**config.mk**
```make
export PLATFORM = sky130hd
export DESIGN_NAME = mod_counter
export DESIGN_NICKNAME = d
export VERILOG_FILES = /design/src/rtl/mod_counter_pkg.sv /design/src/rtl/mod_counter.sv
export SDC_FILE = /design/constraint.sdc
export NUM_CORES = 1
export LEC_CHECK = 0
export CORE_AREA = 2 2 42 44
export DETAILED_ROUTE_END_ITERATION = 7
export DIE_AREA = 0 0 44 46
export DONT_BUFFER_PORTS = 1
export PLACE_DENSITY = 0.5
export RECOVER_POWER = 25
export REMOVE_ABC_BUFFERS = 1
export SYNTH_ARGS = -nofsm -noshare
export SYNTH_HDL_FRONTEND = slang
export SYNTH_SLANG_ARGS = --single-unit
```
**constraint.sdc**
```tcl
create_clock -name clk -period 1.6 [get_ports clk]
set_clock_uncertainty 0.1 [all_clocks]
set_input_delay 0.48 -clock clk [delete_from_list [all_inputs] [get_ports clk]]
set_output_delay 0.48 -clock clk [all_outputs]
set_load 0.1 [all_outputs]
```
**src/rtl/mod_counter_pkg.sv**
```systemverilog
// Shared types and the next-count step rule for the modulo counter.
package mod_counter_pkg;

    typedef enum logic {MODE_WRAP, MODE_SAT} mode_e;

    localparam int CNT_MAX_W = 32;

    typedef struct packed {
        logic [CNT_MAX_W-1:0] value;
        logic                 tc;
    } step_t;

    // One count step at full width; the extra top bit keeps count+1 from
    // overflowing when max is the all-ones value.
    function automatic step_t next_count(input logic [CNT_MAX_W-1:0] count,
                                         input logic                 up,
                                         input logic [CNT_MAX_W-1:0] max,
                                         input mode_e                mode);
        logic [CNT_MAX_W:0] c;
        step_t r;
        c       = {1'b0, count};
        r.value = count;
        r.tc    = 1'b0;
        if (up) begin
            if (c < {1'b0, max}) begin
                r.value = CNT_MAX_W'(c + 1'b1);
            end else begin
                r.tc    = 1'b1;
                r.value = (mode == MODE_WRAP) ? '0 : max;
            end
        end else begin
            if (count != '0) begin
                r.value = count - 1'b1;
            end else begin
                r.tc    = 1'b1;
                r.value = (mode == MODE_WRAP) ? max : '0;
            end
        end
        return r;
    endfunction

endpackage

```
**src/rtl/mod_counter.sv**
```systemverilog
// Parametrised up/down modulo counter with load, wrap/saturate, tc pulse and sticky hit_max.
module mod_counter
    import mod_counter_pkg::*;
#(
    parameter int    WIDTH     = 4,
    parameter int    MAX_VALUE = 8,
    parameter mode_e MODE      = MODE_WRAP
) (
    input  logic             clk,
    input  logic             reset,
    input  logic             en,
    input  logic             up,
    input  logic             load,
    input  logic [WIDTH-1:0] load_val,
    input  logic             clr_hit,
    output logic [WIDTH-1:0] count,
    output logic             at_max,
    output logic             at_zero,
    output logic             tc,
    output logic             hit_max
);

    if (WIDTH < 1 || WIDTH > CNT_MAX_W) begin : g_bad_width
        $error("mod_counter: WIDTH must be in 1..32");
    end
    if (MAX_VALUE < 1 || longint'(MAX_VALUE) > ((longint'(1) << WIDTH) - 1)) begin : g_bad_max
        $error("mod_counter: MAX_VALUE must be in 1..2**WIDTH-1");
    end

    localparam logic [WIDTH-1:0] MAXV = WIDTH'(MAX_VALUE);

    step_t            step;
    logic [WIDTH-1:0] ld_val;
    logic [WIDTH-1:0] nxt;
    logic             nxt_tc;

    always_comb begin
        step   = next_count(CNT_MAX_W'(count), up, CNT_MAX_W'(MAX_VALUE), MODE);
        ld_val = (load_val > MAXV) ? MAXV : load_val;
        nxt    = count;
        nxt_tc = 1'b0;
        if (load) begin
            nxt = ld_val;
        end else if (en) begin
            nxt    = WIDTH'(step.value);
            nxt_tc = step.tc;
        end
    end

    always_ff @(posedge clk) begin
        if (!reset) begin
            count   <= '0;
            tc      <= 1'b0;
            hit_max <= 1'b0;
        end else begin
            count   <= nxt;
            tc      <= nxt_tc;
            // set wins over a same-edge clear
            hit_max <= (nxt == MAXV) | (hit_max & ~clr_hit);
        end
    end

    assign at_max  = (count == MAXV);
    assign at_zero = (count == '0);

endmodule

```
# Yosys cells after proc, flatten, opt, wreduce, memory -nomap -nowiden
# Cells that the tools add are included.
dict set report word_totals {
  ff_bits 6
  in_bits 10
  output_inout_bits 8
  word_cells 25
}
dict set report op_classes {
  addsub 2
  order_cmp 2
  eq_ne 2
  mux 8
  n_bitwise 5
  reduce_logical 3
}
# operator n
set ops {}
lappend ops {{4-bit 2-to-1 mux} 5}
lappend ops {{4-bit == test (second input constant)} 2}
lappend ops {{5-bit 2-to-1 mux} 1}
lappend ops {{4-bit by 1-bit adder with 4-bit output (second input constant)} 1}
lappend ops {{4-bit > comparator (second input constant)} 1}
lappend ops {{4-bit logical NOT} 1}
lappend ops {{4-bit < comparator (second input constant)} 1}
lappend ops {{4-bit nonzero test} 1}
lappend ops {{4-bit by 1-bit subtractor with 4-bit output (second input constant)} 1}
lappend ops {{1-bit NOT} 3}
lappend ops {{3-bit OR reduction} 1}
lappend ops {{1-bit 2-to-1 mux} 2}
lappend ops {{1-bit AND} 1}
lappend ops {{1-bit bitwise OR} 1}

# Logic depth before layout (Yosys ltp)
# Gate-level depths: netlist of run 1.
dict set report logic_depth {
  ltp_word 7
  ltp_mapped 7
  depth_no_buf 7
}

# Worst setup path after synthesis of run 1
# OpenSTA, ideal clock, no wires.
dict set report synth_timing {
  kind {reg2reg}
  from {reg count[1]}
  to {reg hit_max}
  setup_ns 0.084
  arrival_time_ns 3.106
  required_time_ns 1.416
  path_slack_ns -1.690
  stages_incl_launch_ff 8
  path_buffers 0
  period_less_slack_ns 3.290
  path_cell_list {dfxtp_1 > inv_1 > ha_1 > nor3b_2 > o221ai_1 > a32oi_1 > nand4_1 > o31ai_2}
}
dict set report synth_via {
  elab_chain_len 7
  elab_cells_between_ends 11
  cone_classes {2 x add/sub; 1 x order compare; 1 x eq/ne; 5 x mux; 1 x bitwise; 1 x reduce/logical}
}
# item line
set synth_lines {}
lappend synth_lines {{start: declaration} mod_counter.sv:16} ;# output logic [WIDTH-1:0] count,
lappend synth_lines {{start signal: assignment} mod_counter.sv:56} ;# count <= nxt;
lappend synth_lines {{4-bit by 1-bit subtractor with 4-bit output (tied with other cells)} mod_counter_pkg.sv:33} ;# r.value = count - 1'b1;
lappend synth_lines {{4-bit 2-to-1 mux (on tied branches)} {mod_counter_pkg.sv:32, mod_counter_pkg.sv:25}}
lappend synth_lines {{5-bit 2-to-1 mux} mod_counter_pkg.sv:24} ;# if (up) begin
lappend synth_lines {{4-bit 2-to-1 mux *} mod_counter.sv:44} ;# end else if (en) begin
lappend synth_lines {{4-bit 2-to-1 mux *} mod_counter.sv:42} ;# if (load) begin
lappend synth_lines {{4-bit == test *} mod_counter.sv:59} ;# hit_max <= (nxt == MAXV) | (hit_max & ~clr_hit);
lappend synth_lines {{1-bit bitwise OR *} mod_counter.sv:59}
lappend synth_lines {{end signal: assignment} mod_counter.sv:59}
lappend synth_lines {{end: declaration} mod_counter.sv:20} ;# output logic hit_max
# Mark *: on every way between the ends. The rest lies on a longest branch, timed or not.
# A chain may end at the register's enable or synchronous reset.

# Worst setup path in the final report of run 1
dict set report layout_timing {
  from {reg count[0]}
  to {out at_max}
}
dict set report layout_via {
  elab_chain_len 1
}
# item line
set layout_lines {}
lappend layout_lines {{4-bit == test} mod_counter.sv:63} ;# assign at_max = (count == MAXV);
lappend layout_lines {{end: declaration} mod_counter.sv:17} ;# output logic at_max,
# No other way between the ends.

==> results of run 1 <==
path summary, 6_finish.rpt:
| kind | end | slack, ns | start | depth (start not counted) |
|---|---|---|---|---|
| min reg2reg | hit_max | 0.67 | count[2] | 3 |
| max reg2reg | count[0] | -0.22 | count[0] | 7 |
| min | count[2] | 0.26 | reset | 1 |
| max | at_max | -0.26 | count[0] | 5 |
worst register-to-register path: stages (launching register included):
cell	delay [ns]
dfxtp_2	0.33
inv_2	0.04
ha_4	0.17
nor3b_4	0.16
buf_4	0.14
mux2_4	0.28
o41ai_4	0.36
and2_1	0.18
stage by stage:
| stage | instances | hold WS, ns | setup TNS (ns) | util, % |
|---|---|---|---|---|
| after floorplan | 47 | 0.502 | -9.95 | - |
| after global placement | 76 | 0.516 | -0.464 | 35.5 |
| after detailed placement | 76 | 0.505 | -0.416 | 35.5 |
| after CTS | 81 | 0.258 | -0.643 | 42.2 |
| after global routing | 83 | 0.247 | -1.40 | 45.6 |
| final | 83 | 0.257 | -1.04 | 45.6 |
final cells by class:
| class | count | area (um2) |
|---|---|---|
| multi-input cells | 36 | 380 |
| fillers | 152 | 878 |
| flip-flops and latches | 6 | 125 |
| inverters | 5 | 18.8 |
| repair buffers | 16 | 168 |
| well taps | 17 | 21.3 |
| clock buffers | 3 | 22.5 |
power by group:
group	switching [W]	internal [W]	total (W)	leakage, nW
Clock	0.0000565	0.0000849	0.000141	0.0138
Sequential	0.0000142	0.000162	0.000176	0.0507
Combinational	0.000193	0.000124	0.000316	0.247
Total	0.000263	0.000370	0.000634	0.312
state kept, by name, indices dropped and copies added (netlist names):
signal   cells
count        4
hit_max      1
tc           1
logic make-up (layout without fill, tap and decap cells):
logic type	Yosys count	count (layout)	synth area share, %
compound gates	15	15	30.9
fa+ha+maj	2	2	5.51
buf+inv	6	24	6.61
flops	6	6	26.4
mux	1	1	2.48
simple gates	18	18	28.1
cells in the final DEF (no fill, tap or decap), types with 2 or more instances in the layout:
master and n:
buf_4 7, clkbuf_4 5, dfxtp_2 4, buf_6 4, inv_1 3, inv_2 2
a32oi_1 2, nand2_1 2, and2b_1 2, o21bai_1 2, a21oi_1 2, and2_1 2
ha_4 2, dfxtp_1 2, buf_12 2
layer usage:
metal / wire [um] / track usage [%] / part of all wire (%) / vias up
met5: 0 / 0 / 0 / -
met3: 80 / 4.37 / 6.0 / 2
li1: - / - / - / 226
met4: 23 / 9.09 / 1.7 / 0
met2: 724 / 23.8 / 54 / 12
met1: 515 / 11.3 / 38 / 226
what timing repair did:
action | in CTS | in global routing
pin swaps | 5 | 5
endpoints found under the setup margin | 9 | 6
gates resized for setup | 20 | 6
endpoints found under the hold margin | 0 | 0
setup buffers | 2 | 3
==> impl_metrics.xml, run 1 <==
<?xml version="1.0" encoding="UTF-8"?>
<metrics>
  <group name="synth">
    <metric name="netlist_instances" unit="">48</metric>
    <metric name="ys_async_sr_fraction" unit="%">0</metric>
    <metric name="yosys_register_bits" unit="">6</metric>
    <metric name="number_of_synthesized_flops_with_an_enable_pin" unit="">0</metric>
    <metric name="synth-seq-area-share" unit="%">26.4</metric>
    <metric name="yosys.cell_count.top_type" unit="">dfxtp_1</metric>
    <metric name="synth_warnings" unit="">0</metric>
    <metric name="synth_area" unit="um2">454</metric>
    <metric name="ys_types" unit="">30</metric>
    <metric name="post_synth_most_frequent_cells" unit="">6 x dfxtp_1, 5 x inv_1, 3 x a21oi_1, 3 x nand2_1</metric>
    <metric name="syn_avg_cell_area" unit="um2">9.46</metric>
    <metric name="yosys.area.top_type_share" unit="%">26.4</metric>
    <metric name="synth_top_cell_by_area" unit="">dfxtp_1</metric>
    <metric name="synth_flop_cell" unit="">dfxtp_1</metric>
    <metric name="synth_area_leaders" unit="">dfxtp_1 26%, ha_1 5.5%, inv_1 4.1%</metric>
  </group>
  <group name="sta">
    <metric name="final_hold_viol_count" unit="">0</metric>
    <metric name="slew_headroom" unit="%">79.7</metric>
    <metric name="post-route-min-period" unit="ns">1.86</metric>
    <metric name="ratio_of_final_minimum_period_to_clock_period" unit="%">116</metric>
    <metric name="setup_viol" unit="">6</metric>
    <metric name="timing.fmax" unit="MHz">537</metric>
    <metric name="timing_worst_slew_pin_value" unit="ns">0.300</metric>
    <metric name="grt_setup_unrepaired" unit="">true</metric>
    <metric name="timing.final.ws_setup" unit="ns">-0.262</metric>
    <metric name="timing_max_transition_violations_final" unit="">0</metric>
  </group>
  <group name="setup_path">
    <metric name="timing.setup.critical_path_class" unit="">reg2out</metric>
    <metric name="timing.critical_path.buf_inv" unit="">3</metric>
    <metric name="arrival" unit="ns">1.28</metric>
    <metric name="path_max_fanout" unit="">4</metric>
    <metric name="timing.critical_path.cells" unit="">inv_2, ha_4, buf_6, and3b_2, buf_12</metric>
    <metric name="critPathTopFamily" unit="">flip-flops</metric>
    <metric name="start_kind" unit="">flip-flop</metric>
    <metric name="timing.critical_path.slowest_cell_delay" unit="ns">0.33</metric>
    <metric name="worst_ep_required_time" unit="ns">1.02</metric>
    <metric name="timing.critical_path.to_type" unit="">output pin</metric>
    <metric name="cpMaxStageDelayCell" unit="">dfxtp_2</metric>
  </group>
  <group name="min_path">
    <metric name="hold_path.class" unit="">in2reg</metric>
  </group>
  <group name="finish">
    <metric name="finish.net_count" unit="">80</metric>
    <metric name="antenna-diode-count" unit="">0</metric>
    <metric name="finish.instance_area" unit="um2">736</metric>
    <metric name="drive_gt1_share" unit="%">57.6</metric>
    <metric name="area_growth" unit="%">62.0</metric>
  </group>
  <group name="power">
    <metric name="report.power.total" unit="W">0.000634</metric>
    <metric name="leakagePower" unit="nW">0.312</metric>
    <metric name="ir_drop" unit="mV">0.402</metric>
    <metric name="power.density" unit="mW/mm2">862</metric>
  </group>
  <group name="drt">
    <metric name="wirelength" unit="um">1340</metric>
    <metric name="routed-via-count" unit="">466</metric>
    <metric name="avgRoutedWirePerCell" unit="um">16.2</metric>
    <metric name="first_pass_iters" unit="">2</metric>
    <metric name="vias_per_instance" unit="">5.61</metric>
    <metric name="ant_nets" unit="">0</metric>
    <metric name="drcViolationCount" unit="">0</metric>
    <metric name="starting_drc_count_in_detailed_routing" unit="">6</metric>
  </group>
  <group name="clock_network">
    <metric name="clkSlewWorstSetupHoldPaths" unit="ns">0.05</metric>
    <metric name="cts.root.buffer_cell" unit="">clkbuf_4</metric>
    <metric name="cts_num_sinks" unit="">6</metric>
    <metric name="worst_skew_pair.late_latency" unit="ns">0.25</metric>
    <metric name="tritoncts" unit="">done</metric>
    <metric name="number_of_buffers_created_by_cts" unit="">3</metric>
    <metric name="clock_tree.buffer_depth" unit="">2</metric>
    <metric name="htree_levels" unit="">1</metric>
    <metric name="hold_buffers" unit="">0</metric>
  </group>
  <group name="run_status">
    <metric name="run_status" unit="">finished, violations left</metric>
    <metric name="failed_checks" unit="">negative setup slack</metric>
  </group>
  <group name="grt">
    <metric name="pin_count_of_the_biggest_net_entering_global_routing" unit="">11</metric>
    <metric name="first_global_vias" unit="">419</metric>
    <metric name="grt_pass1_wl" unit="um">1790</metric>
    <metric name="grt_antenna_before_repair" unit="">0</metric>
    <metric name="gr-total-overflow" unit="">0</metric>
    <metric name="grt_use_total" unit="%">12.7</metric>
  </group>
  <group name="die">
    <metric name="dieArea" unit="mm2">0.00202</metric>
    <metric name="placementRows" unit="">15</metric>
    <metric name="design.portCount" unit="">18</metric>
    <metric name="floorplan.core_area" unit="mm2">0.00161</metric>
    <metric name="chipWidth" unit="um">44</metric>
    <metric name="initial_core_util" unit="%">28.1</metric>
    <metric name="die_span_y" unit="um">46</metric>
  </group>
  <group name="placement">
    <metric name="globalplace.congestion" unit="">0.743</metric>
    <metric name="place.detailed.hpwl" unit="um">891</metric>
    <metric name="portBuffers" unit="">0</metric>
    <metric name="post-place-ws" unit="ns">-0.109</metric>
    <metric name="placed_cell_area" unit="um2">573</metric>
  </group>
  <group name="job">
    <metric name="max_cap_viols" unit="">0</metric>
  </group>
</metrics>
No activity file was read; power rests on OpenSTA's default activity.
==> inputs of run 2 (changes only) <==
Settings changed: MAX_ROUTING_LAYER set to met4.
==> impl_metrics.xml, run 2 (same netlist as run 1, synthesis figures left out) <==
<?xml version="1.0" encoding="UTF-8"?>
<metrics>
  <group name="placement">
    <metric name="globalplace.congestion" unit="">0.752</metric>
    <metric name="placed_cells" unit="">76</metric>
    <metric name="post-place-ws" unit="ns">-0.109</metric>
    <metric name="place.detailed.hpwl" unit="um">891</metric>
    <metric name="portBuffers" unit="">0</metric>
  </group>
  <group name="die">
    <metric name="chipWidth" unit="um">44</metric>
    <metric name="initial_core_util" unit="%">28.1</metric>
    <metric name="floorplan.core_area" unit="mm2">0.00161</metric>
    <metric name="dieArea" unit="mm2">0.00202</metric>
    <metric name="design.portCount" unit="">18</metric>
    <metric name="placementRows" unit="">15</metric>
    <metric name="die_span_y" unit="um">46</metric>
  </group>
  <group name="finish">
    <metric name="area_growth" unit="%">62.0</metric>
    <metric name="layout.cells.most_common_list" unit="">7 x buf_4, 5 x clkbuf_4, 4 x dfxtp_2, 4 x buf_6, 3 x inv_1</metric>
    <metric name="largest_register_ffs" unit="">4</metric>
    <metric name="largest_register" unit="">count</metric>
    <metric name="biggestRegsByFlops" unit="">count (4), hit_max (1), tc (1)</metric>
    <metric name="postLayoutCoreUtil" unit="%">45.6</metric>
    <metric name="finish.net_count" unit="">80</metric>
    <metric name="layout_commonest_cell" unit="">buf_4</metric>
    <metric name="antenna-diode-count" unit="">0</metric>
    <metric name="drive_gt1_share" unit="%">57.6</metric>
    <metric name="final_cell_count_no_fill" unit="">83</metric>
  </group>
  <group name="clock_network">
    <metric name="htree_levels" unit="">1</metric>
    <metric name="clkSlewWorstSetupHoldPaths" unit="ns">0.05</metric>
    <metric name="tritoncts" unit="">done</metric>
    <metric name="clock_tree.buffer_depth" unit="">2</metric>
    <metric name="cts.root.buffer_cell" unit="">clkbuf_4</metric>
    <metric name="number_of_buffers_created_by_cts" unit="">3</metric>
    <metric name="hold_buffers" unit="">0</metric>
    <metric name="worst_skew_pair.late_latency" unit="ns">0.25</metric>
    <metric name="cts_num_sinks" unit="">6</metric>
  </group>
  <group name="sta">
    <metric name="timing.fmax" unit="MHz">537</metric>
    <metric name="final_hold_viol_count" unit="">0</metric>
    <metric name="ratio_of_final_minimum_period_to_clock_period" unit="%">116</metric>
    <metric name="post-route-min-period" unit="ns">1.86</metric>
    <metric name="timing.final.ws_setup" unit="ns">-0.262</metric>
    <metric name="timing_max_transition_violations_final" unit="">0</metric>
    <metric name="fin_hold_ws" unit="ns">0.255</metric>
    <metric name="timing_worst_slew_pin_value" unit="ns">0.313</metric>
    <metric name="setup_viol" unit="">6</metric>
    <metric name="grt_setup_unrepaired" unit="">true</metric>
    <metric name="slew_headroom" unit="%">78.8</metric>
  </group>
  <group name="setup_path">
    <metric name="arrival" unit="ns">1.28</metric>
    <metric name="timing.critical_path.to_type" unit="">output pin</metric>
    <metric name="reg2regPathDepth" unit="">7</metric>
    <metric name="path_max_fanout" unit="">4</metric>
    <metric name="worst_reg2reg_endpoint" unit="">count[0]</metric>
    <metric name="regToRegSetupSlack" unit="ns">-0.22</metric>
    <metric name="worst_ep_required_time" unit="ns">1.02</metric>
    <metric name="start_kind" unit="">flip-flop</metric>
    <metric name="regToRegStartpoint" unit="">count[0]</metric>
    <metric name="timing.setup.critical_path_class" unit="">reg2out</metric>
  </group>
  <group name="drt">
    <metric name="dr_wl_met2" unit="um">729</metric>
    <metric name="starting_drc_count_in_detailed_routing" unit="">6</metric>
    <metric name="ant_nets" unit="">0</metric>
    <metric name="met3WireLength" unit="um">85</metric>
    <metric name="wl_met1" unit="um">500</metric>
    <metric name="avgRoutedWirePerCell" unit="um">16.1</metric>
    <metric name="highest_layer" unit="">met4</metric>
    <metric name="routed-via-count" unit="">472</metric>
    <metric name="wirelength" unit="um">1340</metric>
    <metric name="vias_per_instance" unit="">5.69</metric>
    <metric name="first_pass_iters" unit="">4</metric>
    <metric name="drcViolationCount" unit="">0</metric>
  </group>
  <group name="run_status">
    <metric name="run_status" unit="">finished, violations left</metric>
    <metric name="failed_checks" unit="">negative setup slack</metric>
  </group>
  <group name="grt">
    <metric name="grt_pass1_wl" unit="um">1770</metric>
    <metric name="pin_count_of_the_biggest_net_entering_global_routing" unit="">11</metric>
    <metric name="first_global_vias" unit="">420</metric>
    <metric name="gr-total-overflow" unit="">0</metric>
    <metric name="grt_antenna_before_repair" unit="">0</metric>
    <metric name="grt_use_total" unit="%">13.0</metric>
  </group>
  <group name="power">
    <metric name="ir_drop" unit="mV">0.401</metric>
    <metric name="pwr-share-clk" unit="%">22.4</metric>
    <metric name="total_switching_power" unit="W">0.000265</metric>
    <metric name="leakagePower" unit="nW">0.312</metric>
    <metric name="power_frac_seq" unit="%">27.7</metric>
    <metric name="p_comb_share" unit="%">49.9</metric>
    <metric name="power.density" unit="mW/mm2">863</metric>
    <metric name="report.power.total" unit="W">0.000635</metric>
    <metric name="power.switching_fraction" unit="%">41.7</metric>
    <metric name="internal_power" unit="W">0.000370</metric>
  </group>
  <group name="min_path">
    <metric name="hp-start" unit="">reset</metric>
    <metric name="timing.hold.worst_endpoint" unit="">count[2]</metric>
    <metric name="hold_path.class" unit="">in2reg</metric>
    <metric name="min_path_cells" unit="">1</metric>
  </group>
  <group name="job">
    <metric name="max_cap_viols" unit="">0</metric>
  </group>
</metrics>
==> run 2: cell type report <==
| cell class | instances | area [um2] |
|---|---|---|
| multi-input combinational | 36 | 380 |
| timing repair buffer | 16 | 168 |
| fill | 152 | 878 |
| sequential | 6 | 125 |
| inverter | 5 | 18.8 |
| clock buffer | 3 | 22.5 |
| tap | 17 | 21.3 |
==> run 2: how the worst max path moves through the flow <==
stage / startpoint / end / slack, ns
after global routing: count[0] / at_max / -0.30
final: count[0] / at_max / -0.26
after detailed placement: count[1] / at_zero / -0.11
after floorplan: count[1] / hit_max / -1.69
after CTS: count[1] / at_max / -0.26
after global placement: count[1] / at_zero / -0.11
==> run 2: stage by stage <==
stage                     area (um2)  setup TNS [ns]
final                            736           -1.04
after CTS                        682          -0.643
after global routing             736           -1.40
after floorplan                  443           -9.95
after global placement           573          -0.464
after detailed placement         573          -0.416
==> run 2: critical path, cell delays in order, from the launching register on <==
cell and delay (ns):
dfxtp_2 0.33, inv_2 0.04, ha_4 0.16, buf_6 0.11, and3b_2 0.22, buf_12 0.16
==> run 2: power by group through the flow <==
stage / registers, W / logic, W / clock network [W]
floorplan: 0.000249 / 0.000115 / 0
global placement: 0.000174 / 0.000252 / 0
detailed placement: 0.000175 / 0.000250 / 0
CTS: 0.000175 / 0.000290 / 0.000143
global route: 0.000178 / 0.000328 / 0.000156
finish: 0.000176 / 0.000317 / 0.000142
==> run 2: per-layer routing <==
metal  GRT usage, %  up-vias
li1               -      226
met1           11.3      226
met2           23.8       18
met3           3.97        2
met4           9.09        0
met5              -        -
==> run 2: what timing repair did <==
item / in CTS / in global routing
pin swaps: 5 / 5
setup buffers: 2 / 3
resized for setup: 20 / 6
setup endpoints to repair: 9 / 6
==> inputs of run 3 (changes only) <==
Settings changed: CORE_AREA 2 2 42 44 to 4 4 44 46, DIE_AREA 0 0 44 46 to 0 0 48 50.
==> impl_metrics.xml, run 3 (same netlist as run 1, synthesis figures left out) <==
<?xml version="1.0" encoding="UTF-8"?>
<metrics>
  <group name="power">
    <metric name="pwr-share-clk" unit="%">22.7</metric>
    <metric name="total_switching_power" unit="W">0.000254</metric>
    <metric name="p_comb_share" unit="%">49.0</metric>
    <metric name="power.switching_fraction" unit="%">41.3</metric>
    <metric name="leakagePower" unit="nW">0.306</metric>
    <metric name="power_frac_seq" unit="%">28.3</metric>
    <metric name="internal_power" unit="W">0.000360</metric>
    <metric name="ir_drop" unit="mV">0.819</metric>
    <metric name="power.density" unit="mW/mm2">873</metric>
  </group>
  <group name="finish">
    <metric name="antenna-diode-count" unit="">0</metric>
    <metric name="area_growth" unit="%">54.8</metric>
    <metric name="layout_commonest_cell" unit="">buf_4</metric>
    <metric name="largest_register_ffs" unit="">4</metric>
    <metric name="biggestRegsByFlops" unit="">count (4), hit_max (1), tc (1)</metric>
    <metric name="drive_gt1_share" unit="%">58.2</metric>
    <metric name="finish.net_count" unit="">81</metric>
    <metric name="postLayoutCoreUtil" unit="%">46.7</metric>
    <metric name="layout.cells.most_common_list" unit="">10 x buf_4, 4 x clkbuf_4, 4 x dfxtp_2, 4 x buf_6, 3 x inv_1</metric>
    <metric name="largest_register" unit="">count</metric>
    <metric name="num-fill-cells" unit="">157</metric>
  </group>
  <group name="min_path">
    <metric name="min_path_cells" unit="">1</metric>
    <metric name="hold_path.class" unit="">in2reg</metric>
    <metric name="timing.hold.worst_endpoint" unit="">count[0]</metric>
    <metric name="hp-start" unit="">reset</metric>
  </group>
  <group name="drt">
    <metric name="ant_nets" unit="">0</metric>
    <metric name="starting_drc_count_in_detailed_routing" unit="">4</metric>
    <metric name="routed-via-count" unit="">452</metric>
    <metric name="avgRoutedWirePerCell" unit="um">14.5</metric>
    <metric name="drcViolationCount" unit="">0</metric>
    <metric name="wirelength" unit="um">1200</metric>
    <metric name="first_pass_iters" unit="">4</metric>
    <metric name="vias_per_instance" unit="">5.45</metric>
  </group>
  <group name="die">
    <metric name="initial_core_util" unit="%">30.1</metric>
    <metric name="chipWidth" unit="um">48</metric>
    <metric name="die_span_y" unit="um">50</metric>
    <metric name="design.portCount" unit="">18</metric>
    <metric name="dieArea" unit="mm2">0.00240</metric>
    <metric name="floorplan.core_area" unit="mm2">0.00151</metric>
    <metric name="placementRows" unit="">14</metric>
  </group>
  <group name="setup_path">
    <metric name="timing.setup.critical_path_class" unit="">reg2out</metric>
    <metric name="start_kind" unit="">flip-flop</metric>
    <metric name="timing.critical_path.slowest_cell_delay" unit="ns">0.32</metric>
    <metric name="worst_reg2reg_endpoint" unit="">count[1]</metric>
    <metric name="regToRegSetupSlack" unit="ns">-0.18</metric>
    <metric name="worst_ep_required_time" unit="ns">1.02</metric>
    <metric name="cpMaxStageDelayCell" unit="">dfxtp_2</metric>
    <metric name="timing.critical_path.cells" unit="">inv_2, ha_4, nor3b_4, buf_12</metric>
    <metric name="timing.critical_path.to_type" unit="">output pin</metric>
    <metric name="critPathTopFamily" unit="">flip-flops</metric>
    <metric name="arrival" unit="ns">1.24</metric>
    <metric name="regToRegStartpoint" unit="">count[1]</metric>
    <metric name="reg2regPathDepth" unit="">9</metric>
    <metric name="path_max_fanout" unit="">3</metric>
    <metric name="timing.critical_path.buf_inv" unit="">2</metric>
  </group>
  <group name="clock_network">
    <metric name="cts_num_sinks" unit="">6</metric>
    <metric name="clock_tree.buffer_depth" unit="">2</metric>
    <metric name="tritoncts" unit="">done</metric>
    <metric name="worst_skew_pair.late_latency" unit="ns">0.24</metric>
    <metric name="htree_levels" unit="">1</metric>
    <metric name="clkSlewWorstSetupHoldPaths" unit="ns">0.04</metric>
    <metric name="number_of_buffers_created_by_cts" unit="">3</metric>
    <metric name="cts.root.buffer_cell" unit="">clkbuf_4</metric>
  </group>
  <group name="grt">
    <metric name="first_global_vias" unit="">450</metric>
    <metric name="grt_antenna_before_repair" unit="">0</metric>
    <metric name="gr-total-overflow" unit="">0</metric>
    <metric name="pin_count_of_the_biggest_net_entering_global_routing" unit="">11</metric>
    <metric name="grt_use_total" unit="%">11.7</metric>
    <metric name="grt_pass1_wl" unit="um">1990</metric>
  </group>
  <group name="placement">
    <metric name="portBuffers" unit="">0</metric>
    <metric name="globalplace.congestion" unit="">0.822</metric>
    <metric name="post-place-ws" unit="ns">-0.197</metric>
    <metric name="place.detailed.hpwl" unit="um">928</metric>
  </group>
  <group name="sta">
    <metric name="timing_max_transition_violations_final" unit="">0</metric>
    <metric name="timing.final.ws_setup" unit="ns">-0.221</metric>
    <metric name="final_hold_viol_count" unit="">0</metric>
    <metric name="timing_worst_slew_pin_value" unit="ns">0.331</metric>
    <metric name="post-route-min-period" unit="ns">1.82</metric>
    <metric name="slew_headroom" unit="%">77.8</metric>
    <metric name="grt_setup_unrepaired" unit="">true</metric>
    <metric name="ratio_of_final_minimum_period_to_clock_period" unit="%">114</metric>
    <metric name="setup_viol" unit="">4</metric>
    <metric name="timing.fmax" unit="MHz">549</metric>
  </group>
  <group name="job">
    <metric name="max_cap_viols" unit="">0</metric>
  </group>
  <group name="run_status">
    <metric name="failed_checks" unit="">negative setup slack</metric>
    <metric name="run_status" unit="">finished, violations left</metric>
  </group>
</metrics>
-- run 3: cell types whose count changed in the layout (fill, tap and decap cells not counted), sizes merged --
cell    delta
clkbuf     -1
buf        +2
-- run 3: layout make-up --
cell class	instances	area, um2	area share (%)
clock buffers	3	22.5	3.20
inverters	5	18.8	2.67
multi-input cells	36	349	49.6
flip-flops and latches	6	125	17.8
well taps	16	20.0	2.85
repair buffers	17	168	23.8
-- run 3: power groups by stage --
stage	registers (W)	logic (W)	clock network (W)
finish	0.000174	0.000301	0.000139
global route	0.000175	0.000316	0.000157
detailed placement	0.000174	0.000272	0
global placement	0.000173	0.000272	0
CTS	0.000173	0.000300	0.000143
floorplan	0.000249	0.000115	0
-- run 3: layer usage --
layer | track usage (%) | wire length [um] | up-vias | share of wire (%)
met3 | 5.45 | 126 | 2 | 10
met5 | - | 0 | - | 0
met1 | 14.5 | 511 | 208 | 42
met2 | 17.2 | 559 | 18 | 46
li1 | - | - | 224 | -
met4 | 2.69 | 6 | 0 | 0.50
-- run 3: stage by stage --
step	total power (W)	hold WS [ns]	setup TNS, ns	instance area, um2	std cells
2_1_floorplan	0.000364	0.502	-9.95	443	47
3_3_place_gp	0.000445	0.513	-0.524	599	77
3_5_place_dp	0.000445	0.508	-0.489	599	77
4_1_cts	0.000616	0.255	-0.808	696	83
5_1_grt	0.000649	0.244	-1.06	703	83
6_report	0.000614	0.262	-0.674	703	83
-- run 3: worst register-to-register path: stages, from the launching register on --
cell and delay (ns):
dfxtp_2 0.32, inv_2 0.05, ha_4 0.15, buf_4 0.13
buf_6 0.11, o21bai_1 0.11, o221ai_1 0.11, a32oi_1 0.24
buf_4 0.15, and2b_2 0.20
-- run 3: repair_timing --
action,in CTS,in global routing
hold buffers,0,0
resized for setup,14,3
pin swaps,8,5
setup endpoints to repair,8,9
buffers inserted,3,0
-- run 3: how the worst max path moves through the flow --
stage                        start      end  cells after the start
after floorplan           count[1]  hit_max                      7
after global placement    count[1]  hit_max                      7
after detailed placement  count[1]  hit_max                      7
after CTS                 count[1]  at_zero                      4
after global routing      count[1]  at_zero                      4
final                     count[1]  at_zero                      4
